===== src/rtl/array_ex_pkg.sv =====
// Shared definitions for the array_ex bus initiator.
//   - default data/address widths and array depth
//   - FSM state type for array_ex_master
//   - command op encoding
package array_ex_pkg;

  localparam int unsigned DATA_W_DEF = 16;
  localparam int unsigned ADDR_W_DEF = 2;
  localparam int unsigned DEPTH      = 1 << ADDR_W_DEF;

  localparam logic OP_FILL = 1'b1;
  localparam logic OP_DUMP = 1'b0;

  typedef enum logic [2:0] {
    IDLE     = 3'd0,
    WR_BEAT  = 3'd1,
    RD_ISSUE = 3'd2,
    RD_CAPT  = 3'd3,
    RD_HOLD  = 3'd4,
    DONE     = 3'd5
  } state_t;

endpackage


===== src/rtl/array_ex_addr_gen.sv =====
// Word index / remaining-count tracker for array_ex_master.
// Ports:
//   clk, rst   : clock, asynchronous active-high reset
//   load       : capture base, cnt and seed; index restarts at 0
//   step       : advance to the next word
//   base, cnt, seed : command parameters (cnt already clamped, non-zero)
//   next_addr  : base + index + 1 (wraps), address of the following word
//   next_data  : seed + index + 1 (wraps), fill data of the following word
//   last       : the current word is the final one of the command
module array_ex_addr_gen
  import array_ex_pkg::*;
#(
  parameter int unsigned DATA_W = DATA_W_DEF,
  parameter int unsigned ADDR_W = ADDR_W_DEF
) (
  input  logic              clk,
  input  logic              rst,
  input  logic              load,
  input  logic              step,
  input  logic [ADDR_W-1:0] base,
  input  logic [ADDR_W:0]   cnt,
  input  logic [DATA_W-1:0] seed,
  output logic [ADDR_W-1:0] next_addr,
  output logic [DATA_W-1:0] next_data,
  output logic              last
);

  logic [ADDR_W-1:0] base_q;
  logic [DATA_W-1:0] seed_q;
  logic [ADDR_W-1:0] idx;
  logic [ADDR_W:0]   remaining;

  always_ff @(posedge clk or posedge rst) begin
    if (rst) begin
      base_q    <= '0;
      seed_q    <= '0;
      idx       <= '0;
      remaining <= '0;
    end else if (load) begin
      base_q    <= base;
      seed_q    <= seed;
      idx       <= '0;
      remaining <= cnt;
    end else if (step) begin
      idx       <= idx + ADDR_W'(1);
      remaining <= remaining - (ADDR_W+1)'(1);
    end
  end

  // The master registers its bus outputs, so it needs the following
  // word's address/data one cycle ahead of the beat.
  assign next_addr = base_q + idx + ADDR_W'(1);
  assign next_data = seed_q + DATA_W'(idx) + DATA_W'(1);
  assign last      = (remaining == (ADDR_W+1)'(1));

endmodule


===== src/rtl/array_ex_master.sv =====
// Bus initiator for the array_ex register array.
// Fill (op=1) writes fill_data+i to base_addr+i; dump (op=0) reads
// base_addr+i and presents each word on a valid/ready stream.
// Ports:
//   clk, rst            : clock, asynchronous active-high reset
//   start, op, base_addr, count, fill_data : command (sampled when idle)
//   busy, done          : command in progress / one-cycle completion pulse
//   addr, wr, sel, wdata, rdata : array bus (rdata valid the cycle after a read)
//   out_valid, out_data, out_ready : dump output stream
module array_ex_master
  import array_ex_pkg::*;
#(
  parameter int unsigned DATA_W = DATA_W_DEF,
  parameter int unsigned ADDR_W = ADDR_W_DEF
) (
  input  logic              clk,
  input  logic              rst,
  input  logic              start,
  input  logic              op,
  input  logic [ADDR_W-1:0] base_addr,
  input  logic [ADDR_W:0]   count,
  input  logic [DATA_W-1:0] fill_data,
  output logic              busy,
  output logic              done,
  output logic [ADDR_W-1:0] addr,
  output logic              wr,
  output logic              sel,
  output logic [DATA_W-1:0] wdata,
  input  logic [DATA_W-1:0] rdata,
  output logic              out_valid,
  output logic [DATA_W-1:0] out_data,
  input  logic              out_ready
);

  localparam logic [ADDR_W:0] DEPTH_C = (ADDR_W+1)'(1 << ADDR_W);

  state_t            state, nxt_state;
  logic [ADDR_W:0]   eff_cnt;
  logic              gen_load, gen_step, gen_last;
  logic [ADDR_W-1:0] gen_addr;
  logic [DATA_W-1:0] gen_data;

  logic              nxt_sel, nxt_wr, nxt_out_valid;
  logic [ADDR_W-1:0] nxt_addr;
  logic [DATA_W-1:0] nxt_wdata, nxt_out_data;

  assign eff_cnt = (count > DEPTH_C) ? DEPTH_C : count;

  array_ex_addr_gen #(
    .DATA_W (DATA_W),
    .ADDR_W (ADDR_W)
  ) u_addr_gen (
    .clk       (clk),
    .rst       (rst),
    .load      (gen_load),
    .step      (gen_step),
    .base      (base_addr),
    .cnt       (eff_cnt),
    .seed      (fill_data),
    .next_addr (gen_addr),
    .next_data (gen_data),
    .last      (gen_last)
  );

  // Next-state logic also computes the next value of every registered
  // output, so each output is a flop with no input-to-output path.
  always_comb begin
    nxt_state     = state;
    nxt_sel       = 1'b0;
    nxt_wr        = 1'b0;
    nxt_addr      = addr;
    nxt_wdata     = wdata;
    nxt_out_valid = 1'b0;
    nxt_out_data  = out_data;
    gen_load      = 1'b0;
    gen_step      = 1'b0;
    unique case (state)
      IDLE: begin
        if (start) begin
          if (eff_cnt == '0) begin
            nxt_state = DONE;
          end else begin
            gen_load = 1'b1;
            nxt_sel  = 1'b1;
            nxt_addr = base_addr;
            if (op == OP_FILL) begin
              nxt_state = WR_BEAT;
              nxt_wr    = 1'b1;
              nxt_wdata = fill_data;
            end else begin
              nxt_state = RD_ISSUE;
            end
          end
        end
      end
      WR_BEAT: begin
        gen_step = 1'b1;
        if (gen_last) begin
          nxt_state = DONE;
        end else begin
          nxt_sel   = 1'b1;
          nxt_wr    = 1'b1;
          nxt_addr  = gen_addr;
          nxt_wdata = gen_data;
        end
      end
      RD_ISSUE: nxt_state = RD_CAPT;
      RD_CAPT: begin
        nxt_out_data  = rdata;
        nxt_out_valid = 1'b1;
        nxt_state     = RD_HOLD;
      end
      RD_HOLD: begin
        // out_valid is always high here, so out_ready alone is the handshake
        if (out_ready) begin
          gen_step = 1'b1;
          if (gen_last) begin
            nxt_state = DONE;
          end else begin
            nxt_state = RD_ISSUE;
            nxt_sel   = 1'b1;
            nxt_addr  = gen_addr;
          end
        end else begin
          nxt_out_valid = 1'b1;
        end
      end
      DONE:    nxt_state = IDLE;
      default: nxt_state = IDLE;
    endcase
  end

  always_ff @(posedge clk or posedge rst) begin
    if (rst) begin
      state     <= IDLE;
      busy      <= 1'b0;
      done      <= 1'b0;
      sel       <= 1'b0;
      wr        <= 1'b0;
      addr      <= '0;
      wdata     <= '0;
      out_valid <= 1'b0;
      out_data  <= '0;
    end else begin
      state     <= nxt_state;
      busy      <= (nxt_state != IDLE);
      done      <= (nxt_state == DONE);
      sel       <= nxt_sel;
      wr        <= nxt_wr;
      addr      <= nxt_addr;
      wdata     <= nxt_wdata;
      out_valid <= nxt_out_valid;
      out_data  <= nxt_out_data;
    end
  end

endmodule


===== config.mk =====
export PLATFORM = sky130hd
export DESIGN_NAME = array_ex_master
export DESIGN_NICKNAME = d
export VERILOG_FILES = /design/src/rtl/array_ex_pkg.sv /design/src/rtl/array_ex_addr_gen.sv /design/src/rtl/array_ex_master.sv
export SDC_FILE = /design/constraint.sdc
export NUM_CORES = 1
export LEC_CHECK = 0
export CAP_MARGIN = 30
export CORE_MARGIN = 4
export CORE_UTILIZATION = 25
export DETAILED_ROUTE_END_ITERATION = 12
export PLACE_DENSITY = 0.57
export SYNTH_ARGS = -nofsm -noshare
export SYNTH_HDL_FRONTEND = slang
export SYNTH_SLANG_ARGS = --single-unit

===== constraint.sdc =====
create_clock -name clk -period 2.05 [get_ports clk]
set_input_delay 0.205 -clock clk [delete_from_list [all_inputs] [get_ports clk]]
set_output_delay 0.205 -clock clk [all_outputs]
set_load 0.01 [all_outputs]

* Word level (Yosys, flattened, before mapping) *
Cells that the tools add are included.
W data, S select, Z words.

word-level totals
  bits in registers = 65
  logic and storage cells = 75
  output and inout port bits = 39
  bits of input ports = 42

operators by class
  magnitude comparators = 1
  add/subtract/negate cells = 6
  mux-type cells = 36
  reductions and logical operators = 8
  equality and inequality tests = 11

operators by type and width
  operator                 count
  $mux W16                 4
  $pmux W16 S2             1
  $mux W3                  8
  $add A16 B1 Y16 const B  1
  $add A16 B2 Y16          1
  $pmux W3 S5              1
  $mux W2                  7
  $mux W1                  10
  $ne A2 B2 Y1 const B     5
  $eq A3 B1 Y1 const B     2
  $eq A3 B2 Y1 const B     2
  $eq A3 B3 Y1 const B     2
  $logic_not A3 Y1         2
  $pmux W1 S2              3
  $pmux W2 S3              1
  $reduce_bool A3 Y1       2
  $reduce_and A5 Y1        1
  $add A2 B1 Y2 const B    2
  $reduce_and A4 Y1        1
  $reduce_bool A2 Y1       2
  $gt A3 B3 Y1 const B     1
  $pmux W1 S3              1
  $sub A3 B1 Y3 const B    1
  $add A2 B2 Y2            1

* Logic depth before layout (Yosys ltp) *
  depth in word-level cells = 7
  mapped depth = 9
  depth with buffers taken out = 9

* Cells and area by module *
From an unflattened synthesis, not the netlist that was laid out.

unflattened totals
  cells, all modules = 281
  area total of the unflattened synthesis = 3,323.2 um2

modules (own cells, without submodules)
  module             area an instance (um2)  instances  cells an instance  sequential area each (um2)
  array_ex_master    2,020.7                 1          158                1,051.0
  array_ex_addr_gen  1,302.5                 1          123                575.6

* Least setup slack after synthesis *
Ideal clock, no wire load.

  kind = flip-flop to flip-flop
  from = register u_addr_gen.idx[0]
  to = register wdata[14]
  data required time = 1,963 ps
  buffers on the path = 0
  cell stages (with the launch flop) = 10
  setup slack = 253 ps
  arrival = 1,710 ps
  setup time = 87 ps
  period minus slack after synthesis = 1,797 ps
  path through = dfrtp_1 -> inv_1 -> ha_1 -> inv_1 -> fa_1 -> and3_1 -> nand3_1 -> nor3_1 -> xnor2_1 -> o211ai_1

on the way
  word-level cells in the longest chain between the ends = 4

RTL lines
  item                    RTL line                 RTL
  from (decl)             array_ex_addr_gen.sv:30  logic [ADDR_W-1:0] idx;
  from (signal assigned)  array_ex_addr_gen.sv:45  idx <= idx + ADDR_W'(1);
  $add A16 B2 Y16         array_ex_addr_gen.sv:53  assign next_data = seed_q + DATA_W'(idx) + DATA_W'(1);
  $add A16 B1 Y16         array_ex_addr_gen.sv:53
  $mux W16                array_ex_master.sv:98    if (gen_last) begin
  $pmux W16 S2            array_ex_master.sv:77    unique case (state)
  to (signal assigned)    array_ex_master.sv:151   wdata <= nxt_wdata;
  to (decl)               array_ex_master.sv:28    output logic [DATA_W-1:0] wdata,

No other way between the ends. The select of a mux whose other input is x is not followed.
A chain may end at the register's enable or synchronous reset.

* Worst setup path after layout *
Ends and elaborated chain as after synthesis.

==> results.json <==
{
  "status": "completed",
  "layout-drive-gt1-share_pct": 19.5,
  "grt_first_pass_wirelength_um": 12400,
  "async_flop_share_pct": 100,
  "start_kind": "flip-flop",
  "ys_ff_latch": 65,
  "synthMuxAreaShare_pct": 13.2,
  "clkTransAtPathRegs_ns": 0.06,
  "synth-main-ff-cell": "dfrtp_1",
  "ys_seq_area_share_pct": 50.9,
  "avgSynthCellArea_um2": 11.5,
  "synth_top_family_by_area": "simple AND/OR/NAND/NOR gates",
  "hold-worst-slack_ns": 0.256,
  "irDropWorstVdd_v": 0.000440,
  "wl_per_cell_um": 13.9,
  "leakage_nw": 1.88,
  "slew_violations": 0,
  "max_stage_delay_ns": 0.34,
  "die_y_um": 121,
  "crit_family": "simple AND/OR/NAND/NOR gates",
  "crit_slowest_cell": "dfrtp_1",
  "drt-pass1-iter-count": 6,
  "cts_tree": "done",
  "antenna_found_initial": 0,
  "max-clock-path-buffers": 2,
  "synth_cells": 279,
  "viasPerCell": 4.33,
  "dp_hpwl_um": 5550,
  "clock_skew_ns": 0.0111,
  "routed_wl_um": 7620,
  "grt_use_total_pct": 10.9,
  "timing.fmax_ghz": 0.529,
  "endpoint_kind": "flip-flop",
  "p_int_mw": 4.94,
  "worstSkewPairLatency_ns": 0.33,
  "fin_ws_ns": 0.161,
  "critPathBufInv": 2,
  "first_iter_violations": 144,
  "sw_frac_of_total_pct": 35.7,
  "p_seq_share_pct": 32.3,
  "synth_enable_flop_cells": 0,
  "num-nets-final": 418,
  "coreArea_um2": 12600,
  "worstHoldPathType": "in2async",
  "finalSetupTns_ns": 0,
  "drtAntennaViolNets": 0,
  "holdBufCountCts": 0,
  "fin_crit_ns": 1.89,
  "synth_adder_area_share_pct": 2.58,
  "layout_common_cells": "80 x clkdlybuf4s50_1, 65 x dfrtp_1, 34 x mux2_2",
  "n_antenna_cell": 0,
  "criticalPathCategory": "reg2reg",
  "layout-area-overhead-vs-synth_pct": 42.9,
  "p_comb_share_pct": 47.6,
  "cts_resized": 0,
  "grt_pass1_vias": 2422,
  "cts_buffers": 9,
  "grt-ovfl-total": 0,
  "start_util_pct": 25.4,
  "grt_start_max_net_pins": 66,
  "power_density_nw_per_um2": 1680,
  "relSlewSlack_pct": 55.3,
  "chipWidth_um": 121,
  "rsz0062_at_grt": "false",
  "ios": 81,
  "dp_slack_ns": 0.0556,
  "synth-compound-area-share_pct": 9.78,
  "crit_top_cell": "inv_1",
  "rows": 41,
  "clkPwrFrac_pct": 20.1,
  "post-route-period-util_pct": 92.1,
  "final_util_pct": 36.4,
  "yosys.area_share.simple_pct": 14.9,
  "cts_setup_buffers": 0,
  "path_cells": "inv_1 -> ha_1 -> inv_1 -> fa_1 -> and3_1 -> nand3_2 -> nor3_1 -> xnor2_1 -> o211ai_1",
  "ys_warn_count": 0,
  "worstPathMaxFanout": 4,
  "gp_congestion": 0.801,
  "cts.htree.levels": 3,
  "die_area_um2": 14700,
  "netlist-cell-type-count": 45,
  "setup_viol_count_final": 0,
  "syn_nets": 327,
  "p_sw_mw": 2.74,
  "cts_sinks": 65,
  "clockRootBuffer": "clkbuf_16",
  "portBuffers": 80,
  "synth.cell_area_um2": 3200,
  "vias": 2366,
  "finalHoldViolCount": 0,
  "mostFrequentLayoutCell": "clkdlybuf4s50_1",
  "maxCapViolCount": 0,
  "worstMarginPinSlew_ns": 0.662,
  "drc_errors": 0,
  "cp.required_ns": 2.25,
  "synth_xor_area_share_pct": 4.93,
  "worstPathArrival_ns": 2.09
}
## power groups by stage
| stage | clock [mW] | combinational, mW | sequential, mW |
|---|---|---|---|
| 4_1_cts | 1.58 | 3.73 | 2.49 |
| 2_1_floorplan | 0 | 2.13 | 2.52 |
| 3_5_place_dp | 0 | 3.71 | 2.50 |
| 6_report | 1.54 | 3.66 | 2.48 |
| 3_3_place_gp | 0 | 3.64 | 2.48 |
| 5_1_grt | 1.64 | 4.03 | 2.58 |
## state kept, by name (all words and copies together), names as in the netlist
name                  cells
done                      1
out_data                 16
u_addr_gen.idx            2
busy                      1
u_addr_gen.remaining      3
u_addr_gen.base_q         2
wr                        1
out_valid                 1
sel                       1
wdata                    16
addr                      2
state                     3
u_addr_gen.seed_q        16
## synth_stat cells (3+ instances only)
cell type,number,share of area [%]
a21oi_1,7,1.1
o21ai_0,13,2.0
xor2_1,4,1.1
buf_6,4,1.4
buf_2,6,0.94
nand3_1,10,1.6
dfrtp_1,65,51
inv_1,10,1.2
nor3_1,5,0.78
o211ai_1,8,1.9
mux2i_1,4,1.3
and2_1,3,0.59
nand2b_1,3,0.59
ha_1,5,2.0
nor2b_1,3,0.59
mux2_2,34,12
xnor2_1,14,3.8
nand2_1,28,3.3
a211oi_1,3,0.70
nor2_1,16,1.9
## kinds of logic after synthesis
kind of cell    Yosys count
compound gates           46
flops                    65
mux                      38
xor+xnor                 18
fa+ha+maj                 6
buf+inv                  21
simple gates             85
## worst register-to-register path, stage by stage (launching register included)
cell	delay [ns]
dfrtp_1	0.34
inv_1	0.06
ha_1	0.20
inv_1	0.07
fa_1	0.19
and3_1	0.27
nand3_2	0.13
nor3_1	0.25
xnor2_1	0.14
o211ai_1	0.10
## path summary, 6_finish.rpt
kind | end | cells after the start | slack [ns] | from
setup / recovery | wdata[14] | 9 | 0.16 | u_addr_gen.idx[0]
hold / removal | out_data[12] | 3 | 0.26 | rst
setup reg to reg | wdata[14] | 9 | 0.16 | u_addr_gen.idx[0]
hold reg to reg | wdata[6] | 2 | 0.48 | wdata[6]
max in group asynchronous | u_addr_gen.seed_q[8] | 3 | 1.50 | rst
min in group clk | wdata[6] | 2 | 0.48 | wdata[6]
## final cells by class
cell class / count / area, um^2
clock inverters: 7 / 75.1
fillers: 1271 / 8000
clock buffers: 9 / 225
inverters: 10 / 37.5
well taps: 172 / 215
flip-flops and latches: 65 / 1630
repair buffers: 91 / 933
multi-input cells: 193 / 1460
## routing by layer
layer | global-route usage, % | part of all wire [%]
met5 | 0 | 0
met4 | 4.96 | 2.3
met3 | 3.54 | 5.9
met2 | 16.8 | 45
met1 | 14.0 | 46
## through the flow
stage               power, mW  area, um^2  instances
global placement         6.12        4260        531
CTS                      7.80        4560        547
global route             8.25        4570        547
detailed placement       6.21        4260        531
floorplan                4.65        3200        279
finish                   7.68        4570        547
Power figures use the tool's default switching activity.
